--- src/rtl/list_sum_ctrl.sv ---
// -----------------------------------------------------------------------------
// list_sum_ctrl
//
// Purpose:
//   Control FSM for the linked-list summing datapath (data_bus). It walks a
//   list in memory starting at address 0. Each node at address p holds
//   mem[p] = next pointer and mem[p+1] = value. A next pointer of 0 ends the
//   list. The datapath holds the sum and next registers. This block only
//   sequences their load enables and muxes, and captures the final sum.
//
// Ports:
//   clk        in   clock, rising edge
//   rst        in   synchronous active-high reset
//   start      in   level request, sampled only in IDLE
//   NEXT_ZERO  in   datapath status: the selected next-pointer value is 0
//   sumout     in   [N] datapath sum register
//   LD_SUM     out  sum register load enable
//   LD_NEXT    out  next register load enable
//   SUM_SEL    out  0 = load zero, 1 = load sum + mem data
//   NEXT_SEL   out  0 = load zero, 1 = load mem data
//   A_SEL      out  0 = address next, 1 = address next+1
//   busy       out  high in INIT, ADD and NEXT
//   done       out  one-cycle completion pulse (normal or guard abort)
//   result     out  [N] sum captured at completion, held until next start
//   err        out  guard abort flag, held until next accepted start
//
// Configuration:
//   LIST_GUARD_EN  when defined, a node counter aborts walks longer than
//                  MAX_NODES nodes and raises err. When undefined, no
//                  counter is built and err is constant 0.
//
// Handshake: start is a level. It is accepted only when the FSM is in IDLE.
// busy covers the whole walk, and done pulses for exactly one cycle as busy
// falls. result/err are valid from the done cycle on.
// -----------------------------------------------------------------------------
module list_sum_ctrl #(
    parameter int N         = 8,
    parameter int MAX_NODES = 128
) (
    input  logic         clk,
    input  logic         rst,
    input  logic         start,
    input  logic         NEXT_ZERO,
    input  logic [N-1:0] sumout,
    output logic         LD_SUM,
    output logic         LD_NEXT,
    output logic         SUM_SEL,
    output logic         NEXT_SEL,
    output logic         A_SEL,
    output logic         busy,
    output logic         done,
    output logic [N-1:0] result,
    output logic         err
);

    typedef enum logic [2:0] {
        S_IDLE = 3'd0,
        S_INIT = 3'd1,
        S_ADD  = 3'd2,
        S_NEXT = 3'd3,
        S_DONE = 3'd4
    } state_e;

    state_e       state_q, state_d;
    logic [N-1:0] result_q;
    logic         err_q;
    logic         accept;
    logic         guard_hit;

    assign accept = (state_q == S_IDLE) && start;

`ifdef LIST_GUARD_EN
    localparam int CNT_W = $clog2(MAX_NODES + 1);

    logic [CNT_W-1:0] cnt_q, cnt_d;
    logic             err_d;

    // The counter holds the number of NEXT cycles already completed. The
    // walk is cut off on the MAX_NODES-th NEXT if the list has not ended.
    assign guard_hit = (state_q == S_NEXT) && !NEXT_ZERO &&
                       (cnt_q == CNT_W'(MAX_NODES - 1));

    always_comb begin
        cnt_d = cnt_q;
        err_d = err_q;
        if (accept) begin
            cnt_d = '0;
            err_d = 1'b0;
        end else if (state_q == S_NEXT) begin
            cnt_d = cnt_q + 1'b1;
            if (guard_hit) begin
                err_d = 1'b1;
            end
        end
    end

    always_ff @(posedge clk) begin
        if (rst) begin
            cnt_q <= '0;
            err_q <= 1'b0;
        end else begin
            cnt_q <= cnt_d;
            err_q <= err_d;
        end
    end
`else
    // Without the guard, a cyclic list runs until rst.
    logic unused_max_nodes;
    assign unused_max_nodes = (MAX_NODES > 0);
    assign guard_hit        = 1'b0;
    assign err_q            = 1'b0;
`endif

    // Next-state logic.
    always_comb begin
        state_d = state_q;
        case (state_q)
            S_IDLE: if (start) state_d = S_INIT;
            S_INIT: state_d = S_ADD;
            S_ADD:  state_d = S_NEXT;
            S_NEXT: state_d = (NEXT_ZERO || guard_hit) ? S_DONE : S_ADD;
            S_DONE: state_d = S_IDLE;
            default: state_d = S_IDLE;
        endcase
    end

    // Moore outputs, decoded from the current state only.
    always_comb begin
        LD_SUM   = 1'b0;
        LD_NEXT  = 1'b0;
        SUM_SEL  = 1'b0;
        NEXT_SEL = 1'b0;
        A_SEL    = 1'b0;
        busy     = 1'b0;
        done     = 1'b0;
        case (state_q)
            S_INIT: begin
                // Zero both datapath registers.
                LD_SUM  = 1'b1;
                LD_NEXT = 1'b1;
                busy    = 1'b1;
            end
            S_ADD: begin
                // sum += mem[next+1]
                LD_SUM  = 1'b1;
                SUM_SEL = 1'b1;
                A_SEL   = 1'b1;
                busy    = 1'b1;
            end
            S_NEXT: begin
                // next = mem[next]
                LD_NEXT  = 1'b1;
                NEXT_SEL = 1'b1;
                busy     = 1'b1;
            end
            S_DONE: done = 1'b1;
            default: ;
        endcase
    end

    always_ff @(posedge clk) begin
        if (rst) begin
            state_q  <= S_IDLE;
            result_q <= '0;
        end else begin
            state_q <= state_d;
            // sumout already includes the last ADD, because ADD precedes NEXT.
            if (state_q == S_NEXT && state_d == S_DONE) begin
                result_q <= sumout;
            end
        end
    end

    assign result = result_q;
    assign err    = err_q;

endmodule

--- config.mk ---
export PLATFORM = sky130hd
export DESIGN_NAME = list_sum_ctrl
export DESIGN_NICKNAME = d
export VERILOG_FILES = /design/src/rtl/list_sum_ctrl.sv
export SDC_FILE = /design/constraint.sdc
export NUM_CORES = 1
export LEC_CHECK = 0
export CAP_MARGIN = 20
export CORE_UTILIZATION = 40
export CTS_CLUSTER_SIZE = 28
export DETAILED_ROUTE_END_ITERATION = 8
export PLACE_DENSITY = 0.83
export RECOVER_POWER = 50
export SLEW_MARGIN = 20
export SYNTH_ARGS = -nofsm -noshare
export SYNTH_HDL_FRONTEND = slang
export SYNTH_SLANG_ARGS = --single-unit
--- constraint.sdc ---
create_clock -name clk -period 2.23 [get_ports clk]
set_input_delay 0.223 -clock clk [delete_from_list [all_inputs] [get_ports clk]]
set_output_delay 0.223 -clock clk [all_outputs]
set_load 0.02 [all_outputs]
=== Word-level counts from Yosys, hierarchy flattened ===
Cells that the tools add are included.
Widths: inputs -> output; s select.

* $add $sub $neg: 0
* $mul: 0
* Divide/modulo/power cells: 0
* Order comparisons: 0
* Eq/ne operators: 5
* Shift operators: 0
* Multiplexer cells: 9
* Bitwise gates (word level): 0
* Reductions and logical operators: 5

{| class="wikitable"
|+ Operators by type and width
! kind !! number
|-
| $pmux 3 s4 || 1
|-
| $eq 3x2->1 const B || 2
|-
| $eq 3x3->1 const B || 2
|-
| $mux 1 || 6
|-
| $mux 3 || 2
|-
| $reduce_or 2->1 || 2
|-
| $eq 3x1->1 const B || 1
|-
| $logic_not 3->1 || 1
|-
| $reduce_or 3->1 || 1
|-
| $logic_and 1x1->1 || 1
|}

* Register bits: 11
* Bits in latches: 0
* Bits in writable memories: 0
* Memory bits (read-only): 0
* Input bits: 12
* Logic and storage cells: 21
* Memories: 0

=== Longest topological paths before layout ===
* Depth in word-level cells: 4
* Depth in mapped cells: 4
* Depth with buffers taken out: 2

=== Worst setup path after synthesis ===
OpenSTA, ideal clock, no wires.

* Path kind: reg-to-output
* Start: register state_q[2]
* End: output SUM_SEL
* Arrival time: 1.264 ns
* Data required time: 2.007 ns
* Path slack: 0.743 ns
* Stages on the path, launching flop included: 4
* Path buffers: 2
* Cell sequence: dfxtp_1 > buf_6 > nor3b_1 > buf_4

* Word-level cells in the longest chain between the ends: 2

{| class="wikitable"
|+ Ends and longest elaborated chain
! element !! line !! source
|-
| from (decl) || 64 || <nowiki>state_e state_q, state_d;</nowiki>
|-
| from (signal assigned) || 166 || <nowiki>state_q <= state_d;</nowiki>
|-
| $eq 3x2->1 || -- ||
|-
| $mux 1 || -- ||
|-
| to (decl) || 47 || <nowiki>output logic SUM_SEL,</nowiki>
|}

No other way between the ends.

=== Worst setup path after layout ===
* Start: register state_q[1]
* End: output SUM_SEL

* Word-level cells in the longest chain between the ends: 2

{| class="wikitable"
|+ Ends and longest elaborated chain
! element !! line !! source
|-
| $eq 3x2->1 || 136 || <nowiki>case (state_q)</nowiki>
|-
| $mux 1 || 136 ||
|}

No other way between the ends.

==> flow_summary_export.csv <==
group,metric,value,unit
clock_network,cts_root_buf,"clkbuf_4",
placement,hpwl,706,um
global_routing,first_global_vias,402,
detailed_routing,wl_met2,461,um
layout,multi_input_area,273,um2
clock_network,clock_path_buffers,2,
global_routing,grt_max_degree,20,
clock_network,cts-resized-gates,0,
detailed_routing,met1_length,475,um
setup_path,required,2.01,ns
setup_path,crit_slowest_cell,"clkdlybuf4s50_1",
clock_network,cts_tree,"built",
sta,timing_hold_violations_final,0,
detailed_routing,vias,427,
logic_synthesis,synthCells,57,
global_routing,grt_usage,15.9,%
logic_synthesis,yosysSeqAreaShare,40.6,%
die,dieArea,1510,um2
die,ioPinCount,28,
power_and_ir_drop,p_leak,0.301,nW
clock_network,clkTransAtPathRegs,0.07,ns
logic_synthesis,synth_top_cell_by_area,"dfxtp_1",
die,fp.dieH,38.8,um
layout,regArea,220,um2
logic_synthesis,syn-num-nets,69,
clock_network,postCtsSetupRepairBufs,0,
detailed_routing,ant_nets,0,
detailed_routing,routed.top_layer,"met4",
setup_path,critPathMaxFanout,7,
power_and_ir_drop,powerDensity,543,nW/um2
power_and_ir_drop,peakVddDrop,0.320,mV
setup_path,worst-r2r-setup-slack,0.92,ns
layout,finalNetCount,93,
layout,antenna_cells,0,
logic_synthesis,synth_cell_types,18,
sta,timing.final.crit_share,81.5,%
logic_synthesis,netlist_area,543,um2
sta,setup_tns,0,ns
detailed_routing,routed-wl-met3,43,um
die,rows,12,
setup_path,worst-endpoint-arrival,1.59,ns
setup_path,endpoint_kind,"primary output",
placement,portBuffers,26,
clock_network,ctsHoldBuffers,0,
sta,rsz0062_at_grt,"no",
clock_network,ctsHtreeMaxLevel,1,
global_routing,grt_overflow,0,
clock_network,clock_sinks,11,
sta,setup_violations,0,
layout,finalNonFillerCells,94,
detailed_routing,drc,0,
setup_path,crit_chain,"nor3b_1 -> clkdlybuf4s50_1",
placement,gp_congestion,0.619,
detailed_routing,routedWlPerCell,10.5,um
sta,drv_slew,0,
job,drv_cap,0,
setup_path,cp-start-kind,"flop",
setup_path,cp_top_family,"buffers and inverters",
logic_synthesis,syn_area_per_cell,9.53,um2
layout,drive_above_1_share,3.75,%
detailed_routing,wl,985,um
sta,fin_skew,0.00458,ns
detailed_routing,dr.pass1.iters,4,
layout,fin_util,67.2,%
logic_synthesis,synth_top_cell_area_share,40.6,%
clock_network,cts_buffers,3,
setup_path,critPathKind,"flop to primary output",
clock_network,clock_latency,0.27,ns
setup_path,cp_slowest_stage_delay,0.65,ns
sta,period_needed,1.82,ns
setup_path,critical_path_buf_inv_count,1,
layout,syn2layout_area_growth,46.8,%
detailed_routing,drt-initial-drc-count,4,
die,die_width,38.8,um
logic_synthesis,synth_area_leaders,"dfxtp_1 (41%), nand2b_1 (18%), mux2i_1 (15%), buf_6 (4.1%), buf_4 (2.8%)",
die,design.core.area,1190,um2
logic_synthesis,ys_warn_count,0,
layout,fillers,109,
die,initial_core_util,45.8,%
global_routing,grt_pass1_wl,1.57,mm
sta,clock.fmax,550,MHz
min_path,worstHoldPathType,"flop to flop",
run_status,outcome,"finished, final reports clean",
detailed_routing,via_per_inst,4.54,
logic_synthesis,synth_seq_cells,11,
global_routing,antenna_found_initial,0,
placement,place_inst,90,
[cell type report]
cell class / count / share of cell area [%]
Clock buffer: 4 / 3.30
Timing Repair Buffer: 26 / 32.7
Sequential cell: 11 / 27.6
Multi-Input combinational cell: 39 / 34.2
Tap cell: 14 / 2.20
[layout by cell type, fill, tap and decap left out, types with 2 or more instances in the layout]
master           instances
nand2b_1                16
dfxtp_1                 11
clkdlybuf4s50_1         23
nor2_1                   4
clkbuf_4                 3
nor4_1                   2
mux2i_1                  8
dlygate4sd3_1            3
[final timing paths]
check | startpoint | to | depth (start not counted)
hold reg to reg | result[3] | result[3] | 2
setup / recovery | state_q[1] | SUM_SEL | 2
hold / removal | result[3] | result[3] | 2
setup reg to reg | state_q[0] | result[2] | 2
[cells by family (layout without fill, tap and decap cells)]
logic type    after synthesis  count (layout)  synth area share (%)
simple gates               29              29                  33.2
flops                      11              11                  40.6
mux                         8               8                  14.7
buf+inv                     7              30                  9.22
other cells                 1               1                 0.691
xor+xnor                    1               1                  1.61
[worst min-delay path: cells and delay by family (launching register included)]
kind | cells | cell delay (ns)
and+or+nand+nor | 1 | 0.06
muxes | 1 | 0.06
DFF | 1 | 0.31
[cells in the mapped netlist, drive strengths merged]
| master | number |
|---|---|
| nor2 | 4 |
| buf | 4 |
| nor4 | 2 |
| and2b | 1 |
| and2 | 1 |
| nor2b | 1 |
| nor3b | 1 |
| and3 | 1 |
| xnor2 | 1 |
| conb | 1 |
| nand2b | 16 |
| dfxtp | 11 |
| mux2i | 8 |
| clkbuf | 3 |
| and4b | 1 |
| and3b | 1 |
[routing by layer]
layer	track usage (%)	vias to the layer above
met4	7.76	0
met2	25.4	21
met1	18.7	180
met5	0	-
met3	5.20	2
li1	-	224
[where the power goes]
part / internal (mW) / leakage, nW / total, mW / switching, mW
clock network: 0.0692 / 0.0150 / 0.135 / 0.0656
logic: 0.0521 / 0.197 / 0.0898 / 0.0377
registers: 0.202 / 0.0892 / 0.208 / 0.00660
total: 0.323 / 0.301 / 0.433 / 0.110
[flip-flops by register name, indices dropped and copies added, names as in the netlist]
register and flops:
result 8, state_q 3
[per-stage QoR]
| step | cell area (um2) | worst slack, ns | power [mW] | hold slack [ns] |
|---|---|---|---|---|
| 2_1_floorplan | 543 | 0.743 | 0.262 | 0.378 |
| 4_1_cts | 797 | 0.394 | 0.436 | 0.484 |
| 6_report | 797 | 0.413 | 0.433 | 0.475 |
| 3_3_place_gp | 771 | 0.699 | 0.303 | 0.459 |
| 5_1_grt | 797 | 0.307 | 0.457 | 0.503 |
| 3_5_place_dp | 771 | 0.696 | 0.304 | 0.471 |
Power figures use the tool's default switching activity.
